## config.mk

```make
export PLATFORM = sky130hd
export DESIGN_NAME = imm_ext_pipe
export DESIGN_NICKNAME = d
export VERILOG_FILES = /design/src/rtl/imm_ext_pkg.sv /design/src/rtl/imm_ext_core.sv /design/src/rtl/imm_ext_pipe.sv
export SDC_FILE = /design/constraint.sdc
export NUM_CORES = 1
export LEC_CHECK = 0
export CAP_MARGIN = 20
export CORE_MARGIN = 5
export CORE_UTILIZATION = 55
export CTS_CLUSTER_SIZE = 30
export DETAILED_ROUTE_END_ITERATION = 8
export PLACE_DENSITY = 0.84
export SLEW_MARGIN = 20
export SYNTH_ARGS = -nofsm -noshare
export SYNTH_HDL_FRONTEND = slang
export SYNTH_SLANG_ARGS = --single-unit
```

## constraint.sdc

```tcl
create_clock -name clk -period 6.4 [get_ports clk]
set_clock_uncertainty 0.1 [all_clocks]
set_input_delay 1.6 -clock clk [delete_from_list [all_inputs] [get_ports clk]]
set_output_delay 1.6 -clock clk [all_outputs]
set_load 0.01 [all_outputs]
```

## src/rtl/imm_ext_pkg.sv

```systemverilog
`default_nettype none
// ============================================================================
// Module   : imm_ext_pkg
// Purpose  : Shared definitions for the immediate-extension pipeline:
//            extension mode encoding and datapath-wide default widths.
// Contents : imm_mode_t, MODE_* constants, IMM_IN_W, IMM_OUT_W
// Revision : 1.0 - initial release
// ============================================================================
package imm_ext_pkg;

    // Datapath-wide defaults for the raw immediate and the extended operand
    localparam int IMM_IN_W  = 16;
    localparam int IMM_OUT_W = 32;

    // Extension mode select
    typedef enum logic [1:0] {
        MODE_SEXT   = 2'b00,
        MODE_ZEXT   = 2'b01,
        MODE_UPPER  = 2'b10,
        MODE_BRANCH = 2'b11
    } imm_mode_t;

endpackage : imm_ext_pkg
`default_nettype wire

```

## src/rtl/imm_ext_core.sv

```systemverilog
`default_nettype none
// ============================================================================
// Module   : imm_ext_core
// Purpose  : Purely combinational immediate extender.
// Ports    : imm_i  [IN_W]  raw immediate
//            mode_i [2]     extension mode (SEXT/ZEXT/UPPER/BRANCH)
//            ext_o  [OUT_W] extended operand
// Revision : 1.0 - initial release
// ============================================================================
module imm_ext_core
    import imm_ext_pkg::*;
#(
    parameter int IN_W  = IMM_IN_W,
    parameter int OUT_W = IMM_OUT_W
) (
    input  logic [IN_W-1:0]  imm_i,
    input  logic [1:0]       mode_i,
    output logic [OUT_W-1:0] ext_o
);

    logic [OUT_W-1:0] w_sext;

    assign w_sext = {{(OUT_W-IN_W){imm_i[IN_W-1]}}, imm_i};

    always_comb begin
        ext_o = w_sext;
        case (imm_mode_t'(mode_i))
            MODE_SEXT:   ext_o = w_sext;
            MODE_ZEXT:   ext_o = {{(OUT_W-IN_W){1'b0}}, imm_i};
            MODE_UPPER:  ext_o = {imm_i, {(OUT_W-IN_W){1'b0}}};
            // Word offset to byte offset; the two top sign bits fall off
            MODE_BRANCH: ext_o = {w_sext[OUT_W-3:0], 2'b00};
            default:     ext_o = w_sext;
        endcase
    end

endmodule : imm_ext_core
`default_nettype wire

```

## src/rtl/imm_ext_pipe.sv

```systemverilog
`default_nettype none
// ============================================================================
// Module   : imm_ext_pipe
// Purpose  : Pipelined immediate generator. Extends the incoming immediate
//            at the write port and buffers result + tag in a DEPTH-entry
//            FIFO with valid/ready handshakes on both sides.
// Ports    : clk, reset (async, active-high), flush (sync discard)
//            in_valid/in_ready/in_imm/in_mode/in_tag   - producer side
//            out_valid/out_ready/out_data/out_tag      - consumer side
//            count                                     - occupied entries
// Revision : 1.0 - initial release
// ============================================================================
module imm_ext_pipe
    import imm_ext_pkg::*;
#(
    parameter int IN_W  = IMM_IN_W,
    parameter int OUT_W = IMM_OUT_W,
    parameter int DEPTH = 2,
    parameter int TAG_W = 5
) (
    input  logic                       clk,
    input  logic                       reset,
    input  logic                       flush,
    input  logic                       in_valid,
    output logic                       in_ready,
    input  logic [IN_W-1:0]            in_imm,
    input  logic [1:0]                 in_mode,
    input  logic [TAG_W-1:0]           in_tag,
    output logic                       out_valid,
    input  logic                       out_ready,
    output logic [OUT_W-1:0]           out_data,
    output logic [TAG_W-1:0]           out_tag,
    output logic [$clog2(DEPTH+1)-1:0] count
);

    localparam int                PTR_W   = (DEPTH > 1) ? $clog2(DEPTH) : 1;
    localparam int                CNT_W   = $clog2(DEPTH+1);
    localparam logic [CNT_W-1:0]  C_DEPTH = CNT_W'(DEPTH);
    localparam logic [PTR_W-1:0]  C_LAST  = PTR_W'(DEPTH-1);

    logic [OUT_W-1:0] data_q [DEPTH];
    logic [TAG_W-1:0] tag_q  [DEPTH];
    logic [PTR_W-1:0] wr_ptr_q, wr_ptr_d;
    logic [PTR_W-1:0] rd_ptr_q, rd_ptr_d;
    logic [CNT_W-1:0] count_q,  count_d;

    logic [OUT_W-1:0] w_ext;
    logic             w_push;
    logic             w_pop;

    // Explicit wrap so non-power-of-two depths work
    function automatic logic [PTR_W-1:0] ptr_inc(input logic [PTR_W-1:0] p);
        return (p == C_LAST) ? '0 : p + PTR_W'(1);
    endfunction

    imm_ext_core #(
        .IN_W  (IN_W),
        .OUT_W (OUT_W)
    ) u_core (
        .imm_i  (in_imm),
        .mode_i (in_mode),
        .ext_o  (w_ext)
    );

    // Ready depends on occupancy only: no pass-through when full
    assign in_ready  = (count_q < C_DEPTH);
    assign out_valid = (count_q != '0);
    assign out_data  = data_q[rd_ptr_q];
    assign out_tag   = tag_q[rd_ptr_q];
    assign count     = count_q;

    assign w_push = in_valid  & in_ready  & ~flush;
    assign w_pop  = out_valid & out_ready & ~flush;

    always_comb begin
        wr_ptr_d = wr_ptr_q;
        rd_ptr_d = rd_ptr_q;
        count_d  = count_q;
        if (flush) begin
            wr_ptr_d = '0;
            rd_ptr_d = '0;
            count_d  = '0;
        end else begin
            if (w_push) wr_ptr_d = ptr_inc(wr_ptr_q);
            if (w_pop)  rd_ptr_d = ptr_inc(rd_ptr_q);
            case ({w_push, w_pop})
                2'b10:   count_d = count_q + CNT_W'(1);
                2'b01:   count_d = count_q - CNT_W'(1);
                default: count_d = count_q;
            endcase
        end
    end

    always_ff @(posedge clk or posedge reset) begin
        if (reset) begin
            wr_ptr_q <= '0;
            rd_ptr_q <= '0;
            count_q  <= '0;
            for (int i = 0; i < DEPTH; i++) begin
                data_q[i] <= '0;
                tag_q[i]  <= '0;
            end
        end else begin
            wr_ptr_q <= wr_ptr_d;
            rd_ptr_q <= rd_ptr_d;
            count_q  <= count_d;
            if (w_push) begin
                data_q[wr_ptr_q] <= w_ext;
                tag_q[wr_ptr_q]  <= in_tag;
            end
        end
    end

endmodule : imm_ext_pipe
`default_nettype wire

```

==> results of run 1 <==
worst max path at each step:
stage	slack, ps	startpoint	end
after floorplan	2700	reset	count[0]
after global placement	2290	in_mode[1]	data_q[30]
after detailed placement	2120	in_mode[1]	data_q[17]
after CTS	2250	rd_ptr_q	out_data[27]
after global routing	2170	rd_ptr_q	out_data[27]
final	2230	rd_ptr_q	out_data[27]
worst register-to-register path, stage by stage (launching register included):
cell,delay (ps)
dfrtp_1,550
or4b_4,820
nand2_1,170
o21ai_0,90
power breakdown:
part	switching, mW	leakage, nW	internal [mW]	total, mW
combinational	0.190	0.883	0.235	0.426
sequential	0.0658	0.960	0.616	0.682
clock	0.178	0.126	0.269	0.447
flip-flops by register name, indices dropped and copies added, names as in the netlist:
register / flops
wr_ptr_q: 1
count: 2
tag_q: 10
data_q: 64
rd_ptr_q: 1
synth_stat cells:
cell type,n,area [sq um]
or4b_4,1,13.76
nand4bb_1,1,11.26
a21o_1,1,7.510
inv_1,3,11.26
nor2_1,33,123.9
o21ai_0,33,165.2
nor2b_1,16,100.1
nand2b_1,4,25.02
or2_2,1,6.260
xnor2_1,1,8.760
nand2_1,81,304.0
o21ai_2,1,8.760
nor4bb_1,1,10.01
and2b_1,1,7.510
xor2_1,1,8.760
a31oi_1,31,193.9
nor4b_4,1,23.77
mux2_2,37,416.7
a21oi_1,15,75.07
buf_2,15,75.07
clkbuf_1,6,22.52
dfrtp_1,78,1952
nand3b_1,1,7.510
buf_6,3,33.78
o21ai_1,5,25.02
buf_4,4,30.03
and2_1,2,12.51
stage by stage:
| step | hold slack [ps] | std cells | instance area [sq um] |
|---|---|---|---|
| 5_1_grt | 407.2 | 515 | 4594 |
| 3_5_place_dp | 357.1 | 499 | 4348 |
| 4_1_cts | 375.7 | 515 | 4594 |
| 6_report | 370.8 | 515 | 4594 |
| 3_3_place_gp | 351.4 | 499 | 4348 |
| 2_1_floorplan | 340.1 | 377 | 3680 |
metal layers:
layer  up-vias  global-route usage  part of all wire
met1      1417              0.2743              0.43
met5         -                   0                 0
met3        11             0.04992             0.056
met2        80              0.3548              0.50
met4         0             0.06312             0.012
li1       1391                   -                 -
final cells by class:
type	count	area (sq um)	share of cell area
clock buffer	10	137.6	0.02996
clock inverter	6	108.9	0.02369
inverter	3	11.26	0.002451
multi-input combinational	268	1570	0.3418
sequential	78	1952	0.4248
tap	77	96.34	0.02097
timing repair buffer	73	718.2	0.1563
logic make-up (layout without fill, tap and decap cells):
logic type,after synthesis,after routing
AOI/OAI and AO/OA,86,86
buffers and inverters,31,92
xor gates and xnor gates,2,2
DFF,78,78
muxes,37,37
and+or+nand+nor,143,143
==> flow_summary.yaml, run 1 <==
status:
  status: "finished clean"
min_path:
  hold_start: "tag_q[2]"
  hold_end: "tag_q[2]"
  hold_depth: 2
  hp-class: "register to register"
sta:
  period_minus_slack_ps: 4165
  finalSetupViolCount: 0
  slew_headroom: 0.2696
  layout_setup_ws_ps: 2235
  drv_slew: 0
  rsz0062_at_grt: "false"
  hold_viol: 0
  max_freq_mhz: 240.1
  tns_ps: 0
  tightest_slew_ps: 1096
  min_period_over_period: 0.6508
floorplanning:
  top_level_ports: 69
  num_rows: 29
  die_h_um: 91.80
  initial_core_util: 0.5730
  fp.coreArea_sq_mm: 0.006422
  die_w_um: 91.80
  die_area_sq_mm: 0.008426
routing:
  detail_route.wl_per_cell_um: 16.54
  totalWireLength_mm: 8.517
  drt_first_pass_iters: 4
  drt-initial-drc-count: 206
  num_vias: 2899
  routed_via_density: 5.629
  ant_nets: 0
  drc: 0
yosys:
  seq_area_frac_synth: 0.5304
  postSynthAreaPerCell_sq_um: 9.761
  ys_types: 27
  synthSimpleGateAreaFrac: 0.1755
  synth_area_sq_mm: 0.003680
  synth_compound_area_frac: 0.1292
  synthAdderAreaFrac: 0
  synth-xor-area-share: 0.004760
  synthCells: 377
  synth-seq-cells: 78
  synth_nets: 405
  synth_top_family_by_area: "simple AND/OR/NAND/NOR gates"
  yosys_warnings: 0
  muxShareOfSynthArea: 0.1132
global_route:
  grt_pass1_wl_mm: 14.23
  antenna_found_initial: 0
  grt_usage: 0.2114
  grt-ovfl-total: 0
  grt_max_degree: 79
  first_global_vias: 2912
clock_tree:
  cts_root_buffer: "clkbuf_8"
  clk_path_buf_depth: 2
  cts_tree: "done"
  clkLatencyLatePin_ps: 350
  cts_resized: 0
  cts-buffers-inserted: 9
  cts_hold_buffers: 0
  clkSinkCount: 78
  cts-htree-levels: 3
  clkTransAtPathRegs_ps: 70
  post_cts_buffers: 0
placed_design:
  hpwlAfterDp_mm: 5.642
  place_worst_setup_slack_ps: 2122
  gp_congestion: 0.7497
  port-buffer-count: 68
worst_setup_path:
  crit_required_ps: 4700
  cp-start-kind: "register"
  critPathBufInv: 2
  cp.depth: 3
  worstReg2RegStart: "count[1]"
  endpoint_kind: "output pin"
  rrSetupSlack_ps: 4540
  crit_chain: "buf_4 > mux2_2 > clkdlybuf4s50_1"
  reg2reg_to: "data_q[42]"
  cpPeakStageDelay_ps: 760
  worstSetupPathType: "register to output pin"
  arrival_ps: 2470
  worstPathMaxFanout: 25
  reg2reg_depth: 3
  critical_path.slowest_cell: "dfrtp_1"
  crit_family: "buffers and inverters"
cells_and_area:
  fill_cells: 503
  syn2layout_area_growth_pct: 24.86
  nets: 461
  drive_gt1_frac: 0.1461
  layout_common_cells: "nand2_1 (81), dfrtp_1 (78), clkdlybuf4s50_1 (68)"
  diodes: 0
  final_common_cell: "nand2_1"
  final_util: 0.7154
power_and_ir_drop:
  peakVddDrop_v: 0.0001729
  powerDensity_mw_per_mm2: 338.4
  power_mw: 1.555
  leakage_nw: 1.969
job:
  maxCapViolCount: 0
No activity file was read; power rests on OpenSTA's default activity.
==> run 2: changes to the inputs <==
--- a/config.mk
+++ b/config.mk
@@ -7,10 +7,10 @@
 export LEC_CHECK = 0
 export CAP_MARGIN = 20
 export CORE_MARGIN = 5
-export CORE_UTILIZATION = 55
+export CORE_UTILIZATION = 52
 export CTS_CLUSTER_SIZE = 30
 export DETAILED_ROUTE_END_ITERATION = 8
-export PLACE_DENSITY = 0.84
+export PLACE_DENSITY = 0.8
 export SLEW_MARGIN = 20
 export SYNTH_ARGS = -nofsm -noshare
 export SYNTH_HDL_FRONTEND = slang
==> constraint.sdc (replaced) <==
create_clock -name clk -period 4.3 [get_ports clk]
set_clock_uncertainty 0.1 [all_clocks]
set_input_delay 1.075 -clock clk [delete_from_list [all_inputs] [get_ports clk]]
set_output_delay 1.075 -clock clk [all_outputs]
set_load 0.01 [all_outputs]
==> run 2 against run 1 <==
Register-to-register slack worse by 2100 ps. Power rose by 39%. Final cell count increased by 4.1%. Sequential power grew 48%. Clock power grew 16%. Design area is 0.14% higher. Critical endpoint is now out_data[20]. Largest power group unchanged.
==> flow_summary.yaml, run 2 (synthesis gave the netlist of run 1 again) <==
cells_and_area:
  fin_cells: 536
  diodes: 0
  largest_reg_flops: 64
  final_common_cell: "nand2_1"
  syn2layout_area_growth_pct: 25.03
  nets: 463
  layout_common_cells: "nand2_1 (81), dfrtp_1 (78), clkdlybuf4s50_1 (68)"
  stdcell_area_sq_mm: 0.004601
  final_util: 0.6734
  drive_gt1_frac: 0.1500
  top_register: "data_q"
sta:
  drv_slew: 0
  rsz0062_at_grt: "false"
  tns_ps: 0
  fin_hold_ws_ps: 375.6
  min_period_over_period: 0.7075
  slew_headroom: 0.4513
  period_minus_slack_ps: 3042
  tightest_slew_ps: 821.8
  finalSetupViolCount: 0
  max_freq_mhz: 328.7
  hold_viol: 0
power_and_ir_drop:
  leakage_nw: 1.955
  switching_share: 0.3006
  powerDensity_mw_per_mm2: 471.3
  intPower_mw: 1.516
  clock_power_share: 0.239
  switchingPower_mw: 0.6518
  pwr-share-seq: 0.466
  peakVddDrop_v: 0.0002978
  comb_power_share: 0.294
global_route:
  grt_max_degree: 41
  antenna_found_initial: 0
  grt-ovfl-total: 0
  first_global_vias: 2818
  grt_pass1_wl_mm: 13.74
  grt_usage: 0.1983
floorplanning:
  fp.coreArea_sq_mm: 0.006832
  die_h_um: 94.12
  die_area_sq_mm: 0.008859
  initial_core_util: 0.5386
  top_level_ports: 69
  die_w_um: 94.12
  num_rows: 30
routing:
  drt-initial-drc-count: 183
  detail_route.wl_per_cell_um: 15.49
  ant_nets: 0
  totalWireLength_mm: 8.301
  num_vias: 2874
  routed_via_density: 5.362
  drc: 0
  drt_first_pass_iters: 4
status:
  status: "finished clean"
placed_design:
  hpwlAfterDp_mm: 5.807
  port-buffer-count: 68
  place_area_sq_mm: 0.004399
  gp_congestion: 0.8108
  placed_cells: 520
worst_setup_path:
  crit_chain: "buf_4 > mux2_2 > clkdlybuf4s50_1"
  critical_path.slowest_cell: "clkdlybuf4s50_1"
  worstReg2RegStart: "count[1]"
  reg2reg_depth: 3
  worstPathMaxFanout: 19
  crit_end: "out_data[20]"
  cp-start-kind: "register"
  reg2reg_to: "data_q[36]"
  critPathBufInv: 2
  rrSetupSlack_ps: 2440
  crit_required_ps: 3120
  crit_family: "buffers and inverters"
  startpoint: "rd_ptr_q"
  arrival_ps: 1870
  cpPeakStageDelay_ps: 490
  cp.depth: 3
  worstSetupPathType: "register to output pin"
  endpoint_kind: "output pin"
clock_tree:
  clkSinkCount: 78
  clk_path_buf_depth: 2
  cts-buffers-inserted: 9
  clkLatencyLatePin_ps: 340
  cts_resized: 0
  cts_hold_buffers: 0
  cts-htree-levels: 3
  cts_tree: "done"
  post_cts_buffers: 0
  clkTransAtPathRegs_ps: 90
  cts_root_buffer: "clkbuf_8"
job:
  maxCapViolCount: 0
min_path:
  hold_start: "tag_q[8]"
  hp-class: "register to register"
run 2: metal layers:
layer,track usage,up-vias,wire length (um)
met5,0,-,0
met4,0.05535,0,89
met3,0.04407,8,468
met2,0.3217,85,4109
met1,0.2677,1383,3634
li1,-,1398,-
run 2: worst min-delay path, delay by kind of cell, from the launching register on:
kind,cells,cell delay (ps)
DFF,1,350
and+or+nand+nor,2,100
run 2: power groups by stage:
stage	sequential, mW	clock [mW]	combinational [mW]
final	1.01	0.518	0.638
after global placement	1.01	0	0.625
after CTS	1.01	0.532	0.647
after floorplan	0.996	0	0.380
after detailed placement	1.03	0	0.642
after global routing	1.04	0.562	0.709
run 2: worst min-delay path by stage:
stage	end	slack [ps]	cells past startpoint
floorplan	tag_q[0]	340	2
global placement	tag_q[0]	350	2
detailed placement	tag_q[8]	360	2
global route	data_q[13]	400	2
CTS	tag_q[8]	380	2
finish	tag_q[8]	380	2
run 2: through the flow:
step / worst slack, ps / total power, mW
global route: 1198 / 2.306
CTS: 1248 / 2.191
finish: 1258 / 2.168
detailed placement: 860.8 / 1.669
floorplan: 1130 / 1.376
global placement: 977.9 / 1.637
run 2: final cells by class:
cell class / count / area, sq um
fillers: 582 / 2231
inverters: 3 / 11.26
multi-input cells: 268 / 1578
repair buffers: 75 / 745.7
well taps: 96 / 120.1
clock buffers: 11 / 151.4
flip-flops and latches: 78 / 1952
clock inverters: 5 / 42.54
